## src/rtl/data_bus_arbiter.sv

```systemverilog
// data_bus_arbiter
// Round-robin arbiter that shares one single-beat combinational data bus
// between NUM_REQUESTERS masters. A master may lock the bus for a burst.
// A hold counter bounds each locked tenure to MAX_HOLD granted beats.
//
// Ports
//   clock_i, reset_i       : clock, synchronous active-high reset
//   req_i / lock_i         : per-master beat request / keep-bus-after-beat
//   req_address_i, req_size_i, req_write_i, req_write_data_i : per-master beat fields
//   ack_o                  : per-master beat accepted (same cycle), one-hot or zero
//   req_read_data_o        : read data for the acked master (0 when nothing granted)
//   address_o, size_o, read_enable_o, write_enable_o, write_data_o : shared bus
//   read_data_i            : combinational read data from the decoder
//   busy_o                 : arbiter is holding the bus for a locked owner
//   owner_o                : current or most recently granted master
// Size encoding (mem_size_t): 2 bits, passed through untouched.
module data_bus_arbiter #(
  parameter int NUM_REQUESTERS = 2,
  parameter int MAX_HOLD       = 16,
  localparam int IdxW = (NUM_REQUESTERS > 1) ? $clog2(NUM_REQUESTERS) : 1
) (
  input  logic                             clock_i,
  input  logic                             reset_i,
  input  logic [NUM_REQUESTERS-1:0]        req_i,
  input  logic [NUM_REQUESTERS-1:0]        lock_i,
  input  logic [NUM_REQUESTERS-1:0][31:0]  req_address_i,
  input  logic [NUM_REQUESTERS-1:0][1:0]   req_size_i,
  input  logic [NUM_REQUESTERS-1:0]        req_write_i,
  input  logic [NUM_REQUESTERS-1:0][31:0]  req_write_data_i,
  output logic [NUM_REQUESTERS-1:0]        ack_o,
  output logic [31:0]                      req_read_data_o,
  output logic [31:0]                      address_o,
  output logic [1:0]                       size_o,
  output logic                             read_enable_o,
  output logic                             write_enable_o,
  output logic [31:0]                      write_data_o,
  input  logic [31:0]                      read_data_i,
  output logic                             busy_o,
  output logic [IdxW-1:0]                  owner_o
);

  typedef enum logic {S_IDLE, S_LOCKED} state_e;

  state_e          state_q, state_d;
  logic [IdxW-1:0] owner_q, owner_d;
  logic [IdxW-1:0] rr_ptr_q, rr_ptr_d;
  logic [7:0]      hold_q, hold_d;

  logic            win_found;
  logic [IdxW-1:0] win_idx;
  logic [IdxW-1:0] cand_idx;
  logic            grant;
  logic [IdxW-1:0] gnt_idx;

  function automatic logic [IdxW-1:0] next_idx(input logic [IdxW-1:0] x);
    return (int'(x) == NUM_REQUESTERS - 1) ? '0 : x + 1'b1;
  endfunction

  // First requester at or after rr_ptr, wrapping around.
  always_comb begin
    win_found = 1'b0;
    win_idx   = '0;
    cand_idx  = '0;
    for (int i = 0; i < NUM_REQUESTERS; i++) begin
      cand_idx = IdxW'((int'(rr_ptr_q) + i) % NUM_REQUESTERS);
      if (!win_found && req_i[cand_idx]) begin
        win_found = 1'b1;
        win_idx   = cand_idx;
      end
    end
  end

  always_comb begin
    state_d  = state_q;
    owner_d  = owner_q;
    rr_ptr_d = rr_ptr_q;
    hold_d   = hold_q;
    grant    = 1'b0;
    gnt_idx  = owner_q;
    case (state_q)
      S_IDLE: begin
        if (win_found) begin
          grant   = 1'b1;
          gnt_idx = win_idx;
          owner_d = win_idx;
          // A one-beat tenure can never continue, so a lock is treated as a plain beat.
          if (lock_i[win_idx] && MAX_HOLD > 1) begin
            state_d = S_LOCKED;
            hold_d  = 8'd1;
          end else begin
            rr_ptr_d = next_idx(win_idx);
          end
        end
      end
      S_LOCKED: begin
        if (req_i[owner_q]) begin
          grant  = 1'b1;
          hold_d = hold_q + 8'd1;
          // Lock dropped or tenure exhausted: this beat is the last of the burst.
          if (!lock_i[owner_q] || (hold_q + 8'd1) == 8'(MAX_HOLD)) begin
            state_d  = S_IDLE;
            rr_ptr_d = next_idx(owner_q);
          end
        end else if (!lock_i[owner_q]) begin
          state_d  = S_IDLE;
          rr_ptr_d = next_idx(owner_q);
        end
        // Owner idle with lock held: keep the bus, hold count untouched.
      end
    endcase
  end

  always_comb begin
    ack_o           = '0;
    address_o       = '0;
    size_o          = '0;
    read_enable_o   = 1'b0;
    write_enable_o  = 1'b0;
    write_data_o    = '0;
    req_read_data_o = '0;
    if (grant) begin
      ack_o[gnt_idx]  = 1'b1;
      address_o       = req_address_i[gnt_idx];
      size_o          = req_size_i[gnt_idx];
      read_enable_o   = !req_write_i[gnt_idx];
      write_enable_o  = req_write_i[gnt_idx];
      write_data_o    = req_write_data_i[gnt_idx];
      req_read_data_o = read_data_i;
    end
  end

  always_ff @(posedge clock_i) begin
    if (reset_i) begin
      state_q  <= S_IDLE;
      owner_q  <= '0;
      rr_ptr_q <= '0;
      hold_q   <= '0;
    end else begin
      state_q  <= state_d;
      owner_q  <= owner_d;
      rr_ptr_q <= rr_ptr_d;
      hold_q   <= hold_d;
    end
  end

  assign busy_o  = (state_q == S_LOCKED);
  assign owner_o = owner_q;

endmodule

```

## config.mk

```make
export PLATFORM = sky130hd
export DESIGN_NAME = data_bus_arbiter
export DESIGN_NICKNAME = d
export VERILOG_FILES = /design/src/rtl/data_bus_arbiter.sv
export SDC_FILE = /design/constraint.sdc
export NUM_CORES = 1
export LEC_CHECK = 0
export CAP_MARGIN = 20
export CORE_AREA = 2 2 108 110
export CTS_CLUSTER_DIAMETER = 50
export CTS_CLUSTER_SIZE = 10
export DETAILED_ROUTE_END_ITERATION = 8
export DIE_AREA = 0 0 110 112
export PLACE_DENSITY = 0.62
export SLEW_MARGIN = 20
export SYNTH_ARGS = -nofsm -noshare
export SYNTH_HDL_FRONTEND = slang
export SYNTH_SLANG_ARGS = --single-unit
export TNS_END_PERCENT = 50
```

## constraint.sdc

```tcl
create_clock -name clock_i -period 8 [get_ports clock_i]
set_input_delay 2.4 -clock clock_i [delete_from_list [all_inputs] [get_ports clock_i]]
set_output_delay 2.4 -clock clock_i [all_outputs]
set_load 0.1 [all_outputs]
```

==> summary.txt, run 1 <==
Status
  • Outcome: complete, no violations

Power
  • Worst voltage drop across the vdd grid: 0.101 mV
  • Lkg Pwr: 2.12 nW
  • Total power: 0.00104 W
  • Power Dens Cells: ~200 mW/mm2

Clock tree
  • Clock-pin slew on the worst setup and hold paths: about 40 ps
  • CTS Buf Count: 3
  • CTS Buffer Depth: 2
  • Hold buffers post-CTS: 0
  • Post-CTS Resized: 0
  • Clock tree from TritonCTS: built
  • Setup Buffers After CTS: 0
  • Clock latency of the later-clocked register in the worst-skew pair: 230 ps
  • Clock net sink count: 11
  • H-tree lvl count: 1
  • CTS root buf: sky130_fd_sc_hd__clkbuf_16

Timing
  • Worst slew margin: about a third
  • Final hold vios: 0
  • Hold Worst Slack: 498 ps
  • Setup repair after global routing missed its margin: no
  • Final clock skew: between 1 and 1.5 ps
  • Transition time at the pin with the least slew margin: between 900 and 1000 ps
  • Crit share post-route: between 80% and 90%
  • Setup TNS Final: 0 ps
  • Final Max Tran Viols: 0
  • Achievable clock frequency: 0.140 GHz
  • Min Clock Period, post-route: 7140 ps
  • Number of failing setup endpoints in the final timing report: 0

Setup path
  • CP Launch Type: input port
  • Setup slack of the most critical reg-to-reg path: approximately 6000 ps
  • Data required time at the worst endpoint: 5600 ps
  • End of the worst register-to-register path: owner_o
  • Data arrival time of the critical path: ~4700 ps
  • Class of the most critical setup path: input port to primary output
  • Largest fanout on the critical path: 20
  • Endpoint kind of the worst setup timing path: primary output
  • Worst flop-to-flop path startpoint: busy_o
  • Number of cells on the worst reg-to-reg path: 4

Synthesis
  • Synth Area per Inst: around 5.5 um2
  • Yosys Warn Count: 0
  • Fraction of registers with async set/reset: 0%
  • Area contributors post-synth: sky130_fd_sc_hd__nand2_1 28%, sky130_fd_sc_hd__a21oi_1 19%, sky130_fd_sc_hd__dfxtp_1 12%
  • Mapped Nets: between 500 and 600
  • FF+latch count, synth: 11
  • Library cells used by synthesis: 37
  • Area of the mapped netlist: between 0.0015 and 0.002 mm2
  • Most area-hungry cell type in the Yosys netlist: sky130_fd_sc_hd__nand2_1
  • Number of enable-type register cells in the synthesized netlist: 0
  • Top cell type's share of synthesized area: ~28%
  • Seq/Total Area, Yosys: 11.7%
  • Number of instances in the synthesized netlist: 340
  • Most common flop cell mapped by yosys: sky130_fd_sc_hd__dfxtp_1

Finish
  • # fillers: between 1000 and 1500
  • Fraction of layout instances using a drive strength above 1: about a fifth
  • Final antenna diode count: 0
  • Number of nets in the final layout: 768
  • Number of standard cells in the final layout excluding fillers: approximately 740
  • Post-synthesis to final-layout area growth: 172%
  • Post-route cell area: 0.00510 mm2

Floorplan
  • DIE WIDTH: between 100 and 150 um
  • Core footprint: 0.0112 mm2
  • Placement row count: 39
  • Top-level port count: 276
  • Starting density of the core: between 10% and 20%
  • Die Y: around 110 um
  • Die ar.: between 0.01 and 0.015 mm2

Place
  • Buffers added on ports: around 280
  • Placed cells: 733
  • Hpwl dp: 8.88 mm
  • Post-placement cell area: between 0.005 and 0.006 mm2
  • Final GP Congestion: 0.935

Drt
  • Post-route ant nets: 0
  • Iter 0 DRT Violations: 203
  • Wire length reported by the detailed router: roughly 11 mm
  • DR WL/cell: roughly 15 um
  • Vias: 3322
  • DRC Markers: 0
  • Vias per cell: 4.51
  • Drt first pass iters: 4

Global route
  • Aggregate global-route resource usage: ~16%
  • Number of global-route vias before repair: about 3100
  • Residual overflow from global routing: 0
  • Wire length of the first global-routing pass: 15.9 mm
  • Number of antenna violations at the first check in global routing: 0
  • Largest net degree at the start of global routing: 70

Worst hold path
  • Hold Crit Endpoint: hold_q[7]
  • Source of the worst hold timing path: hold_q[7]
  • Min-Delay Path Class: flop to flop
  • Number of cells traversed by the worst hold path: 1

Flow run
  • Number of maximum-capacitance violations: 0
[Yosys cell counts (all sizes together), types with 2 or more instances]
library cell	number
o22ai	2
and2	34
nor2b	5
mux2i	3
dfxtp	11
a21oi	70
a311oi	5
o22a	2
buf	17
o21a	2
o211ai	3
nand3	3
a21boi	2
nor2	7
nand2	139
clkbuf	12
a41oi	3
o21ai	4
nor3	2
[cell families (layout without fill, tap and decap cells)]
| kind of cell | after synthesis | count (layout) | share of synthesized area (%) |
|---|---|---|---|
| AOI/OAI and AO/OA | 99 | 99 | 31.5 |
| xor gates and xnor gates | 1 | 1 | 0.467 |
| adders and majority gates | 1 | 1 | 0.667 |
| buffers and inverters | 30 | 284 | 8.28 |
| DFF | 11 | 11 | 11.7 |
| muxes | 4 | 4 | 2.20 |
| and+or+nand+nor | 194 | 194 | 45.1 |
[how the worst max path moves through the flow]
stage             start       endpoint
5_1_grt        req_i[0]  address_o[17]
2_1_floorplan  req_i[1]  address_o[13]
6_report       req_i[0]  address_o[22]
4_1_cts        req_i[0]  address_o[22]
3_3_place_gp   req_i[0]  address_o[22]
3_5_place_dp   req_i[0]  address_o[22]
[where the power goes]
part	total [W]	leakage [nW]	internal (W)	switching (W)
sequential	0.0000630	0.0895	0.0000577	0.00000529
combinational	0.000886	1.99	0.000276	0.000609
clock	0.0000907	0.0382	0.0000669	0.0000239
[final cells by class]
| type | count | area [um2] | area share (%) |
|---|---|---|---|
| inverter | 1 | 3.75 | 0.0736 |
| sequential | 11 | 220 | 4.32 |
| timing repair buffer | 279 | 3100 | 60.8 |
| tap | 143 | 179 | 3.51 |
| multi-input combinational | 299 | 1520 | 29.7 |
| clock buffer | 4 | 78.8 | 1.55 |
[registers in the layout, indices dropped and copies added, names as in the netlist]
signal	count
hold_q	8
rr_ptr_q	1
busy_o	1
owner_o	1
[metal layers]
| metal | global-route usage [%] | routed length, um | part of all wire [%] |
|---|---|---|---|
| met1 | 18.2 | 4030 | 37 |
| met2 | 31.1 | 5730 | 52 |
| met3 | 3.40 | 1010 | 9.3 |
| met4 | 3.21 | 159 | 1.5 |
| met5 | 0 | 0 | 0 |
[cell usage in the layout (no fill, tap or decap), drive strengths merged, types with 2 or more instances in the layout]
cell           synthesis  final
nand2                139    139
and2                  34     34
o211ai                 3      3
clkbuf                12      4
clkdlybuf4s50          0    173
a21boi                 2      2
nor2b                  5      5
o22a                   2      2
mux2i                  3      3
buf                   17    106
nor3                   2      2
o22ai                  2      2
o21ai                  4      4
a311oi                 5      5
o21a                   2      2
nor2                   7      7
nand3                  3      3
a21oi                 70     70
a41oi                  3      3
dfxtp                 11     11
[stage by stage]
step                      worst slack (ps)  util [%]
after floorplan                        783         -
after global placement                 862      44.9
after detailed placement               815      44.9
after CTS                              808      45.6
after global routing                   692      45.6
final                                  859      45.6
[critical path, cell delays in order]
cell                              delay [ps]
sky130_fd_sc_hd__clkdlybuf4s50_1         600
sky130_fd_sc_hd__a21bo_2                 290
sky130_fd_sc_hd__o22ai_4                 480
sky130_fd_sc_hd__buf_4                   360
sky130_fd_sc_hd__nand2_1                  80
sky130_fd_sc_hd__a21oi_1                 290
sky130_fd_sc_hd__buf_12                  220
No activity file was read; power rests on OpenSTA's default activity.
==> run 2, diff against run 1 <==
ABC_AREA = 1   (was not set)
CORE_AREA = 2 2 106 108   (was 2 2 108 110)
DIE_AREA = 0 0 108 110   (was 0 0 110 112)
==> run 2 against run 1 <==
- fmax increased by 0.97%
- non-clock buffer count decreased by 2
- sequential share of layout area about the same
- die area decreased by 3.6%
- critical endpoint is now write_data_o[8]
- sequential power decreased by 0.8%
- register-to-register slack improved by 230 ps
==> summary.txt, run 2 <==
Status
  • Outcome: complete, no violations

Finish
  • Final antenna diode count: 0
  • Leading cell type in the layout, fill and taps excluded: sky130_fd_sc_hd__clkdlybuf4s50_1
  • Fraction of layout instances using a drive strength above 1: a little over a fifth
  • Number of nets in the final layout: 707
  • Number of standard cells in the final layout excluding fillers: 673
  • Number of flip-flops under the largest register name: 8
  • Commonest cells after routing, fill and taps aside: 173 x sky130_fd_sc_hd__clkdlybuf4s50_1, 69 x sky130_fd_sc_hd__buf_12, 66 x sky130_fd_sc_hd__a22o_1
  • # fillers: roughly 1000
  • Top register by number of flip-flops: hold_q
  • Post-synthesis to final-layout area growth: 210%

Global route
  • Number of global-route vias before repair: ~2700
  • Number of antenna violations at the first check in global routing: 1
  • Wire length of the first global-routing pass: around 15 mm
  • Largest net degree at the start of global routing: just under 70
  • Aggregate global-route resource usage: 16.0%
  • Residual overflow from global routing: 0

Place
  • Buffers added on ports: around 280
  • Placed cells: ~670
  • Final GP Congestion: 0.847
  • Hpwl dp: 9.21 mm

Timing
  • Setup TNS Final: 0 ps
  • Setup repair after global routing missed its margin: no
  • Achievable clock frequency: approximately 0.14 GHz
  • Final clock skew: approximately 1.9 ps
  • Min Clock Period, post-route: ~7100 ps
  • Final hold vios: 0
  • Transition time at the pin with the least slew margin: 973 ps
  • Worst slew margin: a little over a third
  • Crit share post-route: between 80% and 90%
  • Number of failing setup endpoints in the final timing report: 0
  • Final Max Tran Viols: 0

Synthesis
  • Synth Area per Inst: about 6.1 um2
  • Most area-hungry cell type in the Yosys netlist: sky130_fd_sc_hd__a22o_1
  • FF+latch count, synth: 11
  • Post-synth top cells: 66 x sky130_fd_sc_hd__a22o_1, 49 x sky130_fd_sc_hd__inv_1, 49 x sky130_fd_sc_hd__nor2_1
  • Library cells used by synthesis: 23
  • Yosys Warn Count: 0
  • Number of enable-type register cells in the synthesized netlist: 0
  • Mapped Nets: around 440
  • Number of instances in the synthesized netlist: 270
  • Most common flop cell mapped by yosys: sky130_fd_sc_hd__dfxtp_1
  • Top cell type's share of synthesized area: a little over a third
  • Seq/Total Area, Yosys: about an eighth
  • Area contributors post-synth: sky130_fd_sc_hd__a22o_1 35%, sky130_fd_sc_hd__dfxtp_1 13%, sky130_fd_sc_hd__inv_1 11%
  • Most common cell in the synthesized netlist: sky130_fd_sc_hd__a22o_1
  • Area of the mapped netlist: between 0.0015 and 0.002 mm2
  • Fraction of registers with async set/reset: 0%

Clock tree
  • Clock net sink count: 11
  • CTS Buffer Depth: 2
  • CTS root buf: sky130_fd_sc_hd__clkbuf_8
  • Hold buffers post-CTS: 0
  • Clock tree from TritonCTS: built
  • H-tree lvl count: 1
  • Setup Buffers After CTS: 0
  • Clock latency of the later-clocked register in the worst-skew pair: approximately 240 ps
  • CTS Buf Count: 3
  • Post-CTS Resized: 0
  • Clock-pin slew on the worst setup and hold paths: approximately 50 ps

Drt
  • Wire length reported by the detailed router: 10.8 mm
  • DRC Markers: 0
  • DR WL/cell: 16.0 um
  • Iter 0 DRT Violations: between 150 and 200
  • Post-route ant nets: 0
  • Vias: 2915
  • Vias per cell: between 4 and 5
  • Drt first pass iters: 4

Setup path
  • Count of buffering cells on the critical path with inverters included: 4
  • Largest fanout on the critical path: 67
  • Data required time at the worst endpoint: roughly 5600 ps
  • Class of the most critical setup path: input port to primary output
  • Largest stage delay, worst path: around 520 ps
  • CP Launch Type: input port
  • Crit path max-delay cell type: sky130_fd_sc_hd__clkdlybuf4s50_1
  • Endpoint kind of the worst setup timing path: primary output
  • Critical path, cell by cell: clkdlybuf4s50_1 -> inv_1 -> nand2_1 -> nand2_1 -> nand2_1 -> nand2_2 -> nor2_4 -> buf_12 -> a22o_1 -> buf_12
  • Cell type with the highest occurrence count on the critical path: sky130_fd_sc_hd__nand2_1
  • Kind of cell adding the most delay to the critical path: buffers and inverters
  • Data arrival time of the critical path: between 4000 and 5000 ps

Power
  • Clk network pwr share: under 10%
  • Switching part of the total power: between 60% and 70%
  • Switching component of the power: ~0.00093 W
  • Sequential Power Share: 4.3%
  • Internal Pwr Total: between 0.0005 and 0.0006 W
  • Worst voltage drop across the vdd grid: ~0.15 mV
  • Power Dens Cells: about 280 mW/mm2
  • Total power: 0.00146 W
  • Proportion of power drawn by combinational gates: just over 90%
  • Lkg Pwr: 2.28 nW

Floorplan
  • Die Y: 110 um
  • Die ar.: 0.0119 mm2
  • DIE WIDTH: around 110 um
  • Core footprint: ~0.011 mm2
  • Top-level port count: about 280
  • Starting density of the core: ~15%
  • Placement row count: 38

Flow run
  • Number of maximum-capacitance violations: 0

Worst hold path
  • Min-Delay Path Class: flop to flop
run 2: path summary, 6_finish.rpt:
check | from | to | slack, ps | cells after the start
setup / recovery | req_i[1] | write_data_o[8] | 930 | 10
hold / removal | hold_q[7] | hold_q[7] | 480 | 2
setup reg to reg | owner_o | hold_q[3] | 6250 | 9
hold reg to reg | hold_q[7] | hold_q[7] | 480 | 2
run 2: worst register-to-register path, cell delays in order (launching register included):
cell,delay (ps)
sky130_fd_sc_hd__dfxtp_1,410
sky130_fd_sc_hd__inv_2,80
sky130_fd_sc_hd__nand2_1,70
sky130_fd_sc_hd__nand2_1,80
sky130_fd_sc_hd__nor2_1,360
sky130_fd_sc_hd__inv_1,160
sky130_fd_sc_hd__nand2_1,140
sky130_fd_sc_hd__inv_1,120
sky130_fd_sc_hd__a21oi_1,160
sky130_fd_sc_hd__nor2_1,50
run 2: power by group through the flow:
| stage | logic (W) | clock network (W) | registers [W] |
|---|---|---|---|
| 2_1_floorplan | 0.000858 | 0 | 0.0000709 |
| 3_3_place_gp | 0.00134 | 0 | 0.0000636 |
| 3_5_place_dp | 0.00135 | 0 | 0.0000635 |
| 4_1_cts | 0.00135 | 0.0000572 | 0.0000624 |
| 5_1_grt | 0.00138 | 0.0000605 | 0.0000630 |
| 6_report | 0.00134 | 0.0000566 | 0.0000625 |
run 2: cell type report:
class,count,area (um2),share of cell area (%)
repair buffers,277,3380,65.7
clock buffers,4,45.0,0.877
inverters,52,195,3.80
multi-input cells,189,1120,21.9
flip-flops and latches,11,220,4.29
well taps,140,175,3.41
run 2: cell families after synthesis:
logic type	Yosys count	share of synthesized area [%]
AO/OA/AOI/OAI	84	41.1
XOR/XNOR	1	0.529
adder cells (fa/ha/maj)	1	0.755
buffers and inverters	70	18.8
flip-flops	11	13.3
AND/OR/NAND/NOR	103	25.5
run 2: metal layers:
layer	global-route usage (%)	wire length [um]	share of wire (%)	up-vias
met5	0	16	0.15	-
met4	2.75	155	1.4	2
met3	4.94	1070	9.9	15
met2	31.5	5800	54	149
met1	16.8	3750	35	1312
li1	-	-	-	1437
run 2: per-stage QoR:
stage	setup WS, ps	util, %	hold WS (ps)	instance area, um2
2_1_floorplan	1280	-	453	1660
3_3_place_gp	952	47.6	464	5090
3_5_place_dp	904	47.6	474	5090
4_1_cts	895	48.0	481	5140
5_1_grt	729	48.0	534	5140
6_report	928	48.0	480	5140
==> run 3, diff against run 2 <==
CORE_AREA = 2 2 107 109   (was 2 2 106 108)
DIE_AREA = 0 0 109 111   (was 0 0 108 110)
PLACE_DENSITY = 0.61   (was 0.62)
clock period = 7.5 ns   (was 8 ns; I/O delays follow)
==> run 3 against run 2 <==
- combinational power increased by 7%
- global-route usage rose by 0.33 points
- worst setup slack worse by 35 ps
- clock-buffer cell count unchanged
- register-to-register slack lost 440 ps
- design area up 1.1%
- hold slack better by 0.72 ps
==> summary.txt, run 3 (synthesized netlist as in run 2, its figures left out) <==
Status
  • Outcome: complete, no violations

Timing
  • Worst slew margin: 34.5%
  • Final Max Tran Viols: 0
  • Setup slack of the critical path after layout: between 800 and 900 ps
  • Final clock skew: 5.47 ps
  • Achievable clock frequency: between 0.15 and 0.2 GHz
  • Setup repair after global routing missed its margin: no
  • Crit share post-route: 88.1%
  • Transition time at the pin with the least slew margin: just under 1000 ps
  • Min Clock Period, post-route: around 6600 ps
  • Final hold vios: 0
  • Number of failing setup endpoints in the final timing report: 0
  • Setup TNS Final: 0 ps

Power
  • Switching component of the power: between 0.0009 and 0.001 W
  • Switching part of the total power: 62.0%
  • Sequential Power Share: under 10%
  • Worst voltage drop across the vdd grid: 0.176 mV
  • Proportion of power drawn by combinational gates: between 80% and 90%
  • Clk network pwr share: 6.1%
  • Power Dens Cells: between 300 and 400 mW/mm2
  • Lkg Pwr: 2.30 nW
  • Internal Pwr Total: about 0.0006 W

Finish
  • Number of flip-flops under the largest register name: 8
  • Leading cell type in the layout, fill and taps excluded: sky130_fd_sc_hd__clkdlybuf4s50_1
  • Final core area utilization: 46.9%
  • Number of nets in the final layout: about 700
  • Storage element area: ~220 um2
  • Multi-input logic area: ~0.0011 mm2
  • # fillers: ~1000
  • Final antenna diode count: 0
  • Fraction of layout instances using a drive strength above 1: a little over a fifth
  • Number of standard cells in the final layout excluding fillers: 677
  • Top register by number of flip-flops: hold_q
  • Commonest cells after routing, fill and taps aside: 173 x sky130_fd_sc_hd__clkdlybuf4s50_1, 70 x sky130_fd_sc_hd__buf_12, 66 x sky130_fd_sc_hd__a22o_1
  • Post-synthesis to final-layout area growth: 214%

Clock tree
  • Clock latency of the later-clocked register in the worst-skew pair: around 240 ps
  • Clock tree from TritonCTS: built
  • Clock net sink count: 11
  • CTS Buffer Depth: 2
  • CTS root buf: sky130_fd_sc_hd__clkbuf_16
  • Post-CTS Resized: 0
  • Setup Buffers After CTS: 0
  • H-tree lvl count: 1
  • Clock-pin slew on the worst setup and hold paths: 40 ps
  • CTS Buf Count: 3
  • Hold buffers post-CTS: 0

Floorplan
  • Die ar.: about 0.012 mm2
  • DIE WIDTH: about 110 um
  • Core footprint: roughly 0.011 mm2
  • Starting density of the core: between 10% and 20%
  • Die Y: 111 um
  • Top-level port count: around 280
  • Placement row count: 39

Global route
  • Aggregate global-route resource usage: about 16%
  • Largest net degree at the start of global routing: 62
  • Residual overflow from global routing: 0
  • Number of antenna violations at the first check in global routing: 0
  • Number of global-route vias before repair: between 2000 and 3000
  • Wire length of the first global-routing pass: approximately 15 mm

Setup path
  • Largest fanout on the critical path: 50
  • Setup slack of the most critical reg-to-reg path: a little under 6000 ps
  • Data arrival time of the critical path: approximately 4400 ps
  • CP Launch Type: input port
  • Class of the most critical setup path: input port to primary output
  • Number of cells on the worst reg-to-reg path: 10
  • Endpoint kind of the worst setup timing path: primary output
  • Worst flop-to-flop path startpoint: hold_q[0]
  • Critical Path Source: req_i[1]
  • End of the worst register-to-register path: rr_ptr_q
  • Data required time at the worst endpoint: 5250 ps

Worst hold path
  • Hold Crit Endpoint: hold_q[7]
  • Number of cells traversed by the worst hold path: 2
  • Source of the worst hold timing path: hold_q[7]
  • Min-Delay Path Class: flop to flop

Drt
  • Post-route ant nets: 0
  • DRC Markers: 0
  • Uppermost routed layer: met4
  • Iter 0 DRT Violations: 107
  • Met1 wire length: 4.04 mm
  • DR WL/cell: around 16 um
  • Drt first pass iters: 4
  • Wire length on met2: approximately 5.4 mm
  • Vias: roughly 2900
  • Vias per cell: about 4.4
  • Wire length reported by the detailed router: between 10 and 15 mm
  • Length of routed met3 wiring: approximately 970 um

Place
  • Placed cells: slightly below 700
  • Final GP Congestion: between 0.8 and 0.9
  • Hpwl dp: a little over 9 mm
  • Pre-CTS worst setup slack: 853 ps
  • Buffers added on ports: ~280

Flow run
  • Number of maximum-capacitance violations: 0
## run 3: layout make-up
type	instances	area share, %
clock buffer	4	1.52
inverter	52	3.76
multi-input combinational	189	21.7
sequential	11	4.24
tap	143	3.44
timing repair buffer	278	65.4
## run 3: how the worst max path moves through the flow
stage	endpoint	slack (ps)	cells after the start
2_1_floorplan	address_o[22]	1080	8
3_3_place_gp	address_o[28]	880	10
3_5_place_dp	address_o[28]	850	10
4_1_cts	address_o[28]	840	10
5_1_grt	write_data_o[6]	710	10
6_report	write_data_o[6]	890	10
## run 3: per-layer routing
metal | GRT usage (%) | vias to the layer above
met3 | 4.00 | 17
met1 | 18.1 | 1334
met4 | 3.68 | 0
met2 | 30.6 | 157
met5 | 0 | -
li1 | - | 1439
## run 3: power by group through the flow
stage / clock (W) / sequential [W] / combinational, W
CTS: 0.000100 / 0.0000670 / 0.00145
floorplan: 0 / 0.0000757 / 0.000915
global placement: 0 / 0.0000678 / 0.00144
detailed placement: 0 / 0.0000680 / 0.00144
global route: 0.000101 / 0.0000681 / 0.00147
finish: 0.0000977 / 0.0000672 / 0.00144
## run 3: stage by stage
step | area, um2 | power, W | hold slack (ps)
floorplan | 1660 | 0.000991 | 453
global placement | 5110 | 0.00151 | 469
detailed placement | 5110 | 0.00151 | 481
CTS | 5190 | 0.00161 | 487
global route | 5190 | 0.00164 | 512
finish | 5190 | 0.00160 | 480
## run 3: critical path, cell delays in order
cell and delay, ps:
sky130_fd_sc_hd__clkdlybuf4s50_1 510, sky130_fd_sc_hd__inv_1 80, sky130_fd_sc_hd__nand2_1 60, sky130_fd_sc_hd__nand2_1 80, sky130_fd_sc_hd__nand2_1 100, sky130_fd_sc_hd__nand2_2 80, sky130_fd_sc_hd__nor2_4 420, sky130_fd_sc_hd__buf_12 300
sky130_fd_sc_hd__a22o_1 250, sky130_fd_sc_hd__buf_12 190
